==> src/rtl/reset_sequencer.sv <==
// Power-on / re-sequence reset generator: holds all channels, releases them one by one,
// then services debounced full re-sequence requests and per-channel soft resets.
module reset_sequencer #(
  parameter int unsigned N_CH            = 2,
  parameter int unsigned HOLD_CYCLES     = 32,
  parameter int unsigned STAGGER_CYCLES  = 8,
  parameter logic        RESET_LEVEL     = 1'b0,
  parameter int unsigned DEBOUNCE_CYCLES = 4
) (
  input  logic            CLK100MHZ,
  input  logic            fpga_rst,
  input  logic            mcu_rst_req,
  input  logic [N_CH-1:0] ch_rst_req,
  output logic [N_CH-1:0] rst_out,
  output logic            seq_done,
  output logic            busy
);

  localparam int unsigned CntMax = (HOLD_CYCLES > STAGGER_CYCLES) ? HOLD_CYCLES : STAGGER_CYCLES;
  localparam int unsigned CntW   = $clog2(CntMax + 1);
  localparam int unsigned HoldW  = $clog2(HOLD_CYCLES + 1);
  localparam int unsigned DebW   = $clog2(DEBOUNCE_CYCLES + 1);

  localparam logic [CntW-1:0]  CntSat   = CntW'(CntMax);
  localparam logic [CntW-1:0]  HoldLast = CntW'(HOLD_CYCLES - 1);
  localparam logic [CntW-1:0]  StagLast = CntW'(STAGGER_CYCLES - 1);
  localparam logic [HoldW-1:0] HoldLoad = HoldW'(HOLD_CYCLES);
  localparam logic [DebW-1:0]  DebSat   = DebW'(DEBOUNCE_CYCLES);
  localparam logic [DebW-1:0]  DebLast  = DebW'(DEBOUNCE_CYCLES - 1);

  typedef enum logic [1:0] {StAssert, StHold, StStagger, StDone} state_e;

  state_e           r_state, w_state_d;
  logic [CntW-1:0]  r_cnt, w_cnt_d, w_cnt_inc;
  logic [N_CH-1:0]  r_released, w_rel_d, w_rel_shift;
  logic [N_CH-1:0]  r_rst_out;
  logic [HoldW-1:0] r_hold   [N_CH];
  logic [HoldW-1:0] w_hold_d [N_CH];
  logic [N_CH-1:0]  w_hold_busy;
  logic             r_rst_sync;
  logic [1:0]       r_mcu_sync;
  logic             w_mcu;
  logic [DebW-1:0]  r_deb, w_deb_d;
  logic             r_fire;
  logic             r_seq_done, w_seq_done_d;
  logic             r_busy;
  logic             w_release;

  assign w_mcu = r_mcu_sync[1];

  always_comb begin
    w_deb_d = '0;
    if (w_mcu) begin
      w_deb_d = (r_deb == DebSat) ? r_deb : r_deb + DebW'(1);
    end
  end

  always_comb begin
    w_state_d    = r_state;
    w_cnt_d      = r_cnt;
    w_rel_d      = r_released;
    w_seq_done_d = r_seq_done;
    w_release    = 1'b0;
    w_cnt_inc    = (r_cnt == CntSat) ? r_cnt : r_cnt + CntW'(1);
    // Thermometer: the next channel to release is the one above the highest released.
    w_rel_shift    = '0;
    w_rel_shift[0] = 1'b1;
    for (int k = 1; k < N_CH; k++) begin
      w_rel_shift[k] = r_released[k-1];
    end
    for (int k = 0; k < N_CH; k++) begin
      w_hold_busy[k] = (r_hold[k] != '0);
      w_hold_d[k]    = w_hold_busy[k] ? r_hold[k] - HoldW'(1) : '0;
    end

    case (r_state)
      StAssert: begin
        // The ASSERT state itself is the second stage of the deassert synchroniser.
        if (r_rst_sync) begin
          w_state_d = StHold;
          w_cnt_d   = '0;
        end
      end
      StHold: begin
        if (w_mcu) begin
          w_cnt_d = '0;
        end else if (r_cnt == HoldLast) begin
          w_release = 1'b1;
        end else begin
          w_cnt_d = w_cnt_inc;
        end
      end
      StStagger: begin
        if (r_cnt == StagLast) begin
          w_release = 1'b1;
        end else begin
          w_cnt_d = w_cnt_inc;
        end
      end
      StDone: begin
        for (int k = 0; k < N_CH; k++) begin
          if (ch_rst_req[k]) begin
            w_hold_d[k] = HoldLoad;
          end
        end
      end
      default: w_state_d = StAssert;
    endcase

    if (w_release) begin
      w_rel_d      = w_rel_shift;
      w_cnt_d      = '0;
      w_state_d    = w_rel_shift[N_CH-1] ? StDone : StStagger;
      w_seq_done_d = w_rel_shift[N_CH-1];
    end

    // Debounced re-sequence overrides everything, including same-cycle channel requests.
    if (r_fire) begin
      w_state_d    = StHold;
      w_cnt_d      = '0;
      w_rel_d      = '0;
      w_seq_done_d = 1'b0;
      for (int k = 0; k < N_CH; k++) begin
        w_hold_d[k] = '0;
      end
    end
  end

  always_ff @(posedge CLK100MHZ or posedge fpga_rst) begin
    if (fpga_rst) begin
      r_state    <= StAssert;
      r_cnt      <= '0;
      r_released <= '0;
      r_rst_sync <= 1'b0;
      r_mcu_sync <= '0;
      r_deb      <= '0;
      r_fire     <= 1'b0;
      r_seq_done <= 1'b0;
      r_busy     <= 1'b1;
      r_rst_out  <= {N_CH{RESET_LEVEL}};
      for (int k = 0; k < N_CH; k++) begin
        r_hold[k] <= '0;
      end
    end else begin
      r_rst_sync <= 1'b1;
      r_mcu_sync <= {r_mcu_sync[0], mcu_rst_req};
      r_deb      <= w_deb_d;
      r_fire     <= w_mcu && (r_deb == DebLast);
      r_state    <= w_state_d;
      r_cnt      <= w_cnt_d;
      r_released <= w_rel_d;
      r_seq_done <= w_seq_done_d;
      r_busy     <= (r_state != StDone) || (|w_hold_busy);
      for (int k = 0; k < N_CH; k++) begin
        r_hold[k]    <= w_hold_d[k];
        r_rst_out[k] <= (w_rel_d[k] && (w_hold_d[k] == '0)) ? ~RESET_LEVEL : RESET_LEVEL;
      end
    end
  end

  assign rst_out  = r_rst_out;
  assign seq_done = r_seq_done;
  assign busy     = r_busy;

endmodule

==> config.mk <==
export PLATFORM = sky130hd
export DESIGN_NAME = reset_sequencer
export DESIGN_NICKNAME = d
export VERILOG_FILES = /design/src/rtl/reset_sequencer.sv
export SDC_FILE = /design/constraint.sdc
export NUM_CORES = 1
export LEC_CHECK = 0
export ABC_AREA = 1
export CAP_MARGIN = 15
export CORE_MARGIN = 8
export CORE_UTILIZATION = 45
export CTS_CLUSTER_DIAMETER = 40
export DETAILED_ROUTE_END_ITERATION = 6
export GPL_ROUTABILITY_DRIVEN = 0
export HOLD_SLACK_MARGIN = 0.12
export PLACE_DENSITY = 0.64
export SLEW_MARGIN = 20
export SYNTH_ARGS = -nofsm -noshare
export SYNTH_HDL_FRONTEND = slang
export SYNTH_SLANG_ARGS = --single-unit
==> constraint.sdc <==
create_clock -name CLK100MHZ -period 1.7 [get_ports CLK100MHZ]
set_clock_uncertainty 0.1 [all_clocks]
set_input_delay 0.17 -clock CLK100MHZ [delete_from_list [all_inputs] [get_ports CLK100MHZ]]
set_output_delay 0.17 -clock CLK100MHZ [all_outputs]
set_load 0.03 [all_outputs]
Word-level counts from Yosys, hierarchy flattened:

Cells that the tools add are included.

* flip-flop bits (word level): 33
* input bits: 5
* output and inout port bits: 4
* word-level logic and storage cells: 76

* add/sub/neg operators: 4
* eq/ne operators: 13
* muxes and demuxes: 31
* reduce and logical (&&, ||, !) cells: 16

Operators by type and width (number)
* 6-bit two-way mux: 11
* 12-bit two-way mux: 2
* 6-bit one-hot mux with 3 select lines: 1
* 6-bit zero test: 2
* 2-bit two-way mux: 6
* 6-bit nonzero test: 2
* 6-bit by 1-bit subtractor with 6-bit output (second input constant): 2
* 1-bit two-way mux: 8
* 4-bit != test (second input constant): 2
* 6-bit by 1-bit adder with 6-bit output (second input constant): 1
* 6-bit by 3-bit equality test with 1-bit output (second input constant): 1
* 6-bit by 5-bit equality test with 1-bit output (second input constant): 1
* 6-bit equality test (second input constant): 1
* 3-bit two-way mux: 2
* 3-bit nonzero test: 2
* 5-bit != test (second input constant): 1
* 5-bit nonzero test: 1
* 2-bit equality test (second input constant): 2
* 2-bit != test (second input constant): 2
* 4-bit AND reduction: 1
* 3-bit by 1-bit adder with 3-bit output (second input constant): 1
* 3-bit by 2-bit equality test with 1-bit output (second input constant): 1
* 3-bit equality test (second input constant): 1
* 1-bit logical AND: 3
* 7 further kinds: 7

Logic depth before layout (Yosys ltp):

* depth in word-level cells: 8
* depth in mapped cells: 12
* gate-level depth less buffers: 12

Worst setup path after synthesis:

No wires, ideal clock.

* path type: reg2reg
* start: register r_cnt[0]
* end: register r_cnt[0]
* arrival time: 1.368 ns
* slack: 0.116 ns
* cell stages (with the launch flop): 12
* period minus slack after synthesis: 1.584 ns
* cell sequence: dfrtp_1 -> ha_1 -> nand2_1 -> clkinv_1 -> nand3_1 -> nand2_2 -> nand2_4 -> nand3_2 -> nand2_4 -> inv_2 -> nand2_1 -> nand2_1

* longest elaborated chain between the ends: 7

Ends and longest elaborated chain
* from (decl): line 34 `logic [CntW-1:0] r_cnt, w_cnt_d, w_cnt_inc;`
* from (signal assigned): line 150 `r_cnt <= w_cnt_d;`
* 6-bit by 1-bit adder with 6-bit output or 6-bit equality test (tied branches): line 64 `w_cnt_inc = (r_cnt == CntSat) ? r_cnt : r_cnt + CntW'(1);`
* 6-bit two-way mux: line 64
* 6-bit two-way mux: line 87 `end else if (r_cnt == HoldLast) begin`
* 6-bit two-way mux: line 85 `if (w_mcu) begin`
* 6-bit one-hot mux with 3 select lines: line 76 `case (r_state)`
* 6-bit two-way mux: line 110 `if (w_release) begin`
* 6-bit two-way mux: line 118 `if (r_fire) begin`

Several ways; a longest one is shown, not always the timed one. The select of a mux whose other input is x is not followed.
A chain may end at the register's enable or synchronous reset.

Worst setup path in the final report:

* start: register r_state[0]
* end: register r_cnt[0]

* longest elaborated chain between the ends: 4

Ends and longest elaborated chain
* from (decl): line 33 `state_e r_state, w_state_d;`
* from (signal assigned): line 131 `r_state <= StAssert;`
* from (signal assigned): line 149 `r_state <= w_state_d;`
* 2-bit equality test (tied with other cells): line 76
* 1-bit one-hot mux with 2 select lines or 6-bit one-hot mux with 3 select lines (tied branches): line 76
* 5-bit != test (no source line) (tied with other cells)
* 4-bit AND reduction (no source line) or 6-bit two-way mux (tied branches)

Several ways; a longest one is shown, not always the timed one.

==> summary.md <==
| Metric | Value |
|---|---|
| Sequential share of the synthesized area | `around 45%` |
| Worst endpoint required time | `~1.8 ns` |
| Fillers | `~370` |
| GR Util All Layers | `between 10% and 20%` |
| Syn Area/Cell | `~8 um^2` |
| Highest Signal Layer | `met4` |
| Yosys Warn Count | `0` |
| Kind of critical path | `flip-flop to flip-flop` |
| Antenna-violating nets left | `0` |
| IO Port Bufs | `8` |
| Critical path startpoint category | `flip-flop` |
| # diodes | `0` |
| Setup repair after global routing missed its margin | `true` |
| Root buffer cell | `clkbuf_8` |
| Row count | `23` |
| H-Tree Depth | `2` |
| CTS Sinks | `33` |
| Final Max Slew Viols | `0` |
| Final nets | `275` |
| Syn Nets | `248` |
| Flops & latches, synth | `33` |
| Number of global-route vias before repair | `between 1,000 and 1,500` |
| Pwr dens | `1270 nW/um^2` |
| Crit path max fanout | `8` |
| Clock slew at reported path FFs | `0.07 ns` |
| 1st-pass router iterations | `4` |
| Max-cap viol count | `0` |
| R2r setup slk | `0.03 ns` |
| Hold buffers post-CTS | `0` |
| Die Ht | `about 80 um` |
| Synth Cell Area | `approximately 1800 um^2` |
| Clock latency on the worst-skew pair | `about 0.28 ns` |
| Clk buf depth | `2` |
| Share of layout cells above drive strength 1 | `17.9%` |
| Fmax | `roughly 600 MHz` |
| Initial Util | `46.3%` |
| Final Hold Fails | `0` |
| Final wirelength | `between 3 and 4 mm` |
| Min Tclk post-route | `1.67 ns` |
| Fin crit share | `97.9%` |
| Fin cells | `slightly above 300` |
| Setup ws final | `0.0349 ns` |
| Post-detail-place hpwl | `~2.4 mm` |
| Initial antenna violation count | `0` |
| Fin util | `between 50 and 60%` |
| Drc violations | `0` |
| CTS Buf Count | `5` |
| CTS tree | `done` |
| Hold Path Class | `input port to asynchronous set/reset pin` |
| WL met2 | `about 1.5 mm` |
| Dpl cells | `293` |
| Synth Instances | `roughly 230` |
| Multi-input gate area | `between 900 and 1000 um^2` |
| Initial drt markers | `between 80 and 90` |
| Vias | `about 1,500` |
| Wirelength per Cell | `between 10 and 15 um` |
| First-pass GRT wire length | `between 6 and 7 mm` |
| Largest net degree at the start of global routing | `34` |
| Crit end category | `flip-flop` |
| Hold slack | `0.121 ns` |
| Remaining global-route overflow | `0` |
| Die Footprint | `roughly 6400 um^2` |
| Total chip power | `roughly 2.8 mW` |
| FF/Latch Area | `roughly 830 um^2` |
| Die Width | `roughly 80 um` |
| Worst vdd ir | `0.768 mV` |
| # IOs | `9` |
| Static Leakage | `roughly 1.2 nW` |
| Area of the core | `a little under 4000 um^2` |
| DR WL met3 | `79 um` |
| Setup-failing EPs final | `0` |
| Met1 wire length | `~1.7 mm` |
| Crit path DAT | `~1.7 ns` |
| Status | `completed` |
| Via-to-Cell Ratio | `about 4.8` |
| Synthesis-to-finish area growth | `21.1%` |
| Synth cell types | `24` |
| DP Worst Slack | `-0.0537 ns` |
cells by family (layout without fill, tap and decap cells):
kind of cell	count (synthesis)	after routing	synth area share (%)
AND/OR/NAND/NOR	124	125	30.3
other	1	1	0.205
XOR/XNOR	6	6	2.88
flip-flops	33	33	45.3
adder cells (fa/ha/maj)	14	14	9.60
buffers and inverters	35	62	7.26
AO/OA/AOI/OAI	16	16	4.46
area by class of cell:
type	count	area share (%)
clock buffer	7	3.45
clock inverter	1	0.226
inverter	34	5.77
multi-input combinational	162	41.9
sequential	33	37.4
tap	50	2.83
timing repair buffer	20	8.38
through the flow:
stage	TNS, ns	area, um^2
after detailed placement	-0.157	2030
after floorplan	0	1830
final	0	2210
after global placement	0	2030
after CTS	-0.0171	2120
after global routing	-0.319	2210
registers in the layout (all words and copies together), names as in the netlist, 2 cells and up:
signal and flops:
r_released 2, r_cnt 6, r_state 2, r_mcu_sync 2, rst_out 2, r_hold 12
r_deb 3
cells in the final DEF, fill, tap and decap left out, drive strengths merged:
master and count:
ha 14, clkbuf 7, nor2 38, a21oi 8, dlygate4sd2 1, nor3 3, nand3b 1, dfrtp 32
clkdlybuf4s50 7, o22ai 1, or3b 1, buf 12, nand3 20, inv 34, xor2 6, clkinv 1
dfstp 1, conb 1, nand2 56, nand4 6, o21ai 7
worst max-delay path, cell delays in order (launching register included):
cell and delay (ns):
dfrtp_1 0.41, inv_2 0.11, ha_4 0.15, inv_1 0.04, nor2_1 0.11, nand3_2 0.11
nand2_2 0.11, nand2_4 0.09, nand3_4 0.10, nand2_2 0.10, nand2_1 0.07, nand2_1 0.06
worst paths after layout:
check                                   start       endpoint  cells past startpoint
worst max-delay path               r_state[0]       r_cnt[0]                     11
worst min-delay path                 fpga_rst      r_hold[3]                      3
worst max register to register     r_state[0]       r_cnt[0]                     11
worst min register to register  r_mcu_sync[0]  r_mcu_sync[1]                      0
max in group asynchronous            fpga_rst           busy                      3
min in group CLK100MHZ            mcu_rst_req  r_mcu_sync[0]                      1
metal layers:
layer	vias up	global-route usage [%]
li1	773	-
met1	686	14.7
met2	15	18.5
met5	-	0
met3	5	2.70
met4	0	5.00
Yosys cell counts:
library cell / n / area share (%)
nand2_1: 51 / 10
nor2_1: 36 / 7.4
dfrtp_1: 32 / 44
inv_1: 30 / 6.2
nand3_1: 18 / 4.9
ha_1: 14 / 9.6
a21oi_1: 8 / 2.2
nand4_1: 6 / 2.1
xor2_1: 6 / 2.9
o21ai_1: 4 / 1.1
inv_2: 3 / 0.62
nor3_1: 3 / 0.82
o21ai_0: 3 / 0.82
nand2_2: 2 / 0.69
nand2_4: 2 / 1.2
nand3_2: 2 / 1.1
nor2_2: 2 / 0.69
buf_2: 1 / 0.27
clkinv_1: 1 / 0.21
conb_1: 1 / 0.21
dfstp_2: 1 / 1.4
nand3b_1: 1 / 0.41
o22ai_1: 1 / 0.34
or3b_2: 1 / 0.48
where the power goes:
group          leakage, nW  internal [mW]  switching (mW)
combinational        0.712          0.477           0.693
clock               0.0422          0.287           0.268
sequential           0.430          0.956           0.118
total                 1.18           1.72            1.08
timing repair:
item	CTS	global route
gates resized for setup	2	16
pin swaps	0	1
endpoints found under the setup margin	9	13
buffers inserted	1	4
cloned	0	1
Note: power is estimated with default switching activity, not from simulation.
==> RTL change: new RTL, same flow settings <==
Register the output `seq_done` once more, with the module's reset; this adds one clock of latency there. The other outputs are not delayed to match.
--- a/src/rtl/reset_sequencer.sv
+++ b/src/rtl/reset_sequencer.sv
@@ -161,3 +161,9 @@
   assign rst_out  = r_rst_out;
-  assign seq_done = r_seq_done;
+  always_ff @(posedge CLK100MHZ or posedge fpga_rst) begin
+    if (fpga_rst) begin
+      seq_done <= '0;
+    end else begin
+      seq_done <= r_seq_done;
+    end
+  end
   assign busy     = r_busy;
Function: same outputs for any inputs over 10 cycles, from zero or initial values and one cycle with fpga_rst high; that may be too few to reach the edited logic, so the function may still have changed.
==> RTL change against the unedited design <==
- die area increased by 1.1%
- sequential share of layout area increased by 0.071 points
- synthesized area increased by 1.4%
- wire length decreased by 0.80%
- final area increased by 2.8%
- first-iteration DRC count increased by 38%
- critical path type unchanged
- final cell count increased by 0.65%
- sequential cell count increased by 1
- total power increased by 4.1%
- worst setup slack improved by 0.055 ns
==> RTL change: results (changes against the unedited design) <==
* Path type of the worst min-delay path: in -> reg
- The number of buffers inserted during clock tree synthesis was 5 (unchanged).
- The maximum clock insertion buffer count was 2 (unchanged).
* Deepest level of the CTS H-tree: 2 (unchanged)
- The initial antenna violation count was 0 (unchanged).
- Count of mapped cells out of synthesis: 230 (+0.44%)
- The first-pass GRT wire length is 5823 um (-3.1%).
- Maximum vdd drop: 0.7997 mV (+4.2%)
- Worst Path Max Fanout: 8 (unchanged)
- The met3 layer wire length in the routed design came to 107 um (+35%).
- In this run the clock root is driven by a clkbuf_8.
- The most critical setup path has its startpoint at r_state[1]$_DFFE_PP0P_.
* Final HPWL from detailed placement: 2488 um (+2.0%)
* Maximum number of pins on one net before global-route repair: 29 (-15%)
- Arrival time of data at the critical path endpoint: 1.69 ns (-0.04 ns)
- The number of fillers in the final layout is 361 (-1.9%).
* Total wire length: 3361 um (-0.80%)
* Synthesis Warnings: 0 (unchanged)
- The overall routing resource usage came to 11.60% (-0.044 points).
- Post-detailed-route via-to-cell ratio: 4.706 (-2.3%)
- Count of input and output buffers: 8 (unchanged)
* Stage delay of the slowest cell on the critical path: 0.39 ns (-0.02 ns)
* Number of distinct library cell variants in the gate-level netlist after synthesis: 24 (unchanged)
* Post-detailed-placement cell area: 2061 um2 (+1.6%)
* Routed length on met2: 1525 um (-1.5%)
* Ys flop type: dfrtp_1
- Pre-CTS setup slack: -0.01495 ns (+0.03875 ns)
- The leakage power came to 1.194 nW (+0.86%).
* Synthesized Nets: 249 (+0.40%)
- The final total negative setup slack is 0 ns (unchanged).
- The via count of the first global-routing pass is 1,360 (-2.6%).
* Clock slew seen by the registers of the worst setup and hold paths: 0.07 ns (about the same)
- The share of the synthesized area in compound gates (AO/OA/AOI/OAI) is 4.395% (-0.060 points).
- Grouping stages by cell kind, the critical path spends the most delay in simple AND/OR/NAND/NOR gates.
- Outcome: finished clean
- Fraction of layout cells with a size suffix above 1: 20.85% (+3.0 points)
* WL met1: 1657 um (-3.3%)
- The adder and majority cell fraction of the synthesized area came to 9.466% (-0.13 points).
- Main combinational cell family by area after synthesis: simple AND/OR/NAND/NOR gates
- Number of antenna diodes: 0 (unchanged)
- Sequential cell area fraction in the yosys report: 46.04% (+0.74 points)
- The slowest stage of the critical path is the dfrtp_1 cell.
* Mux share of post-synthesis cell area: 0% (unchanged)
- Number of nets in the layout: 277 (+0.73%)
* Synth top area cells: dfrtp_1, nand2_1, ha_1
- The clock latency at the later pin of the worst-skew pair came to 0.28 ns (about the same).
- The xor-xnor portion of the synthesized cell area came to 2.840% (-0.039 points).
- The count of vias placed by the detailed router is 1,454 (-1.7%).
- The count of placed standard cells including taps was 295 (+0.68%).
- In the synthesized netlist, the cells that appear most often are nand2_1, nor2_1, dfrtp_1.
* Count of routing violations after the opening detailed-route iteration: 112 (+38%)
==> RTL change: cell count changes after synthesis <==
cell	unedited run	this run
dfrtp_1	32	33
==> RTL change: timing repair <==
action,CTS,global route
buffers inserted,2,2
hold buffers,1,0
endpoints found under the setup margin,7,13
pin swaps,0,2
resized for setup,1,25
endpoints found under the hold margin,5,0
cloned,0,1
==> RTL change: metal layers <==
layer  vias up  global-route usage [%]
li1        780                       -
met1       652                   14.11
met2        17                   17.95
met3         5                   3.348
met4         0                   6.545
met5         -                       0
==> RTL change: worst paths after layout <==
path	end	slack [ns]	cells past startpoint
worst max-delay path	r_cnt[0]$_DFFE_PP0P_	0.09	12
worst min-delay path	r_mcu_sync[0]$_DFF_PP0_	0.23	1
worst max register to register	r_cnt[0]$_DFFE_PP0P_	0.09	12
worst min register to register	r_mcu_sync[1]$_DFF_PP0_	0.26	0
max in group asynchronous	r_deb[1]$_DFFE_PP0P_	0.46	4
min in group asynchronous	r_hold[7]$_DFF_PP0_	0.59	3
==> RTL change: cell type report <==
class | count | area [um2] | area share, %
Inverter | 34 | 130.1 | 5.724
Sequential cell | 34 | 852.1 | 37.48
Multi-Input combinational cell | 162 | 947.2 | 41.66
Timing Repair Buffer | 21 | 191.4 | 8.420
Tap cell | 50 | 62.56 | 2.752
Clock buffer | 8 | 90.09 | 3.963
==> RTL change: where the power goes <==
group          total (mW)  leakage (nW)  internal [mW]  switching, mW
registers            1.10         0.444          0.980          0.118
clock network       0.604        0.0455          0.330          0.274
logic                1.21         0.705          0.502          0.710
==> RTL change: cell families after synthesis <==
family          after synthesis
simple gates                124
fa+ha+maj                    14
xor+xnor                      6
other cells                   1
flops                        34
buf+inv                      35
compound gates               16
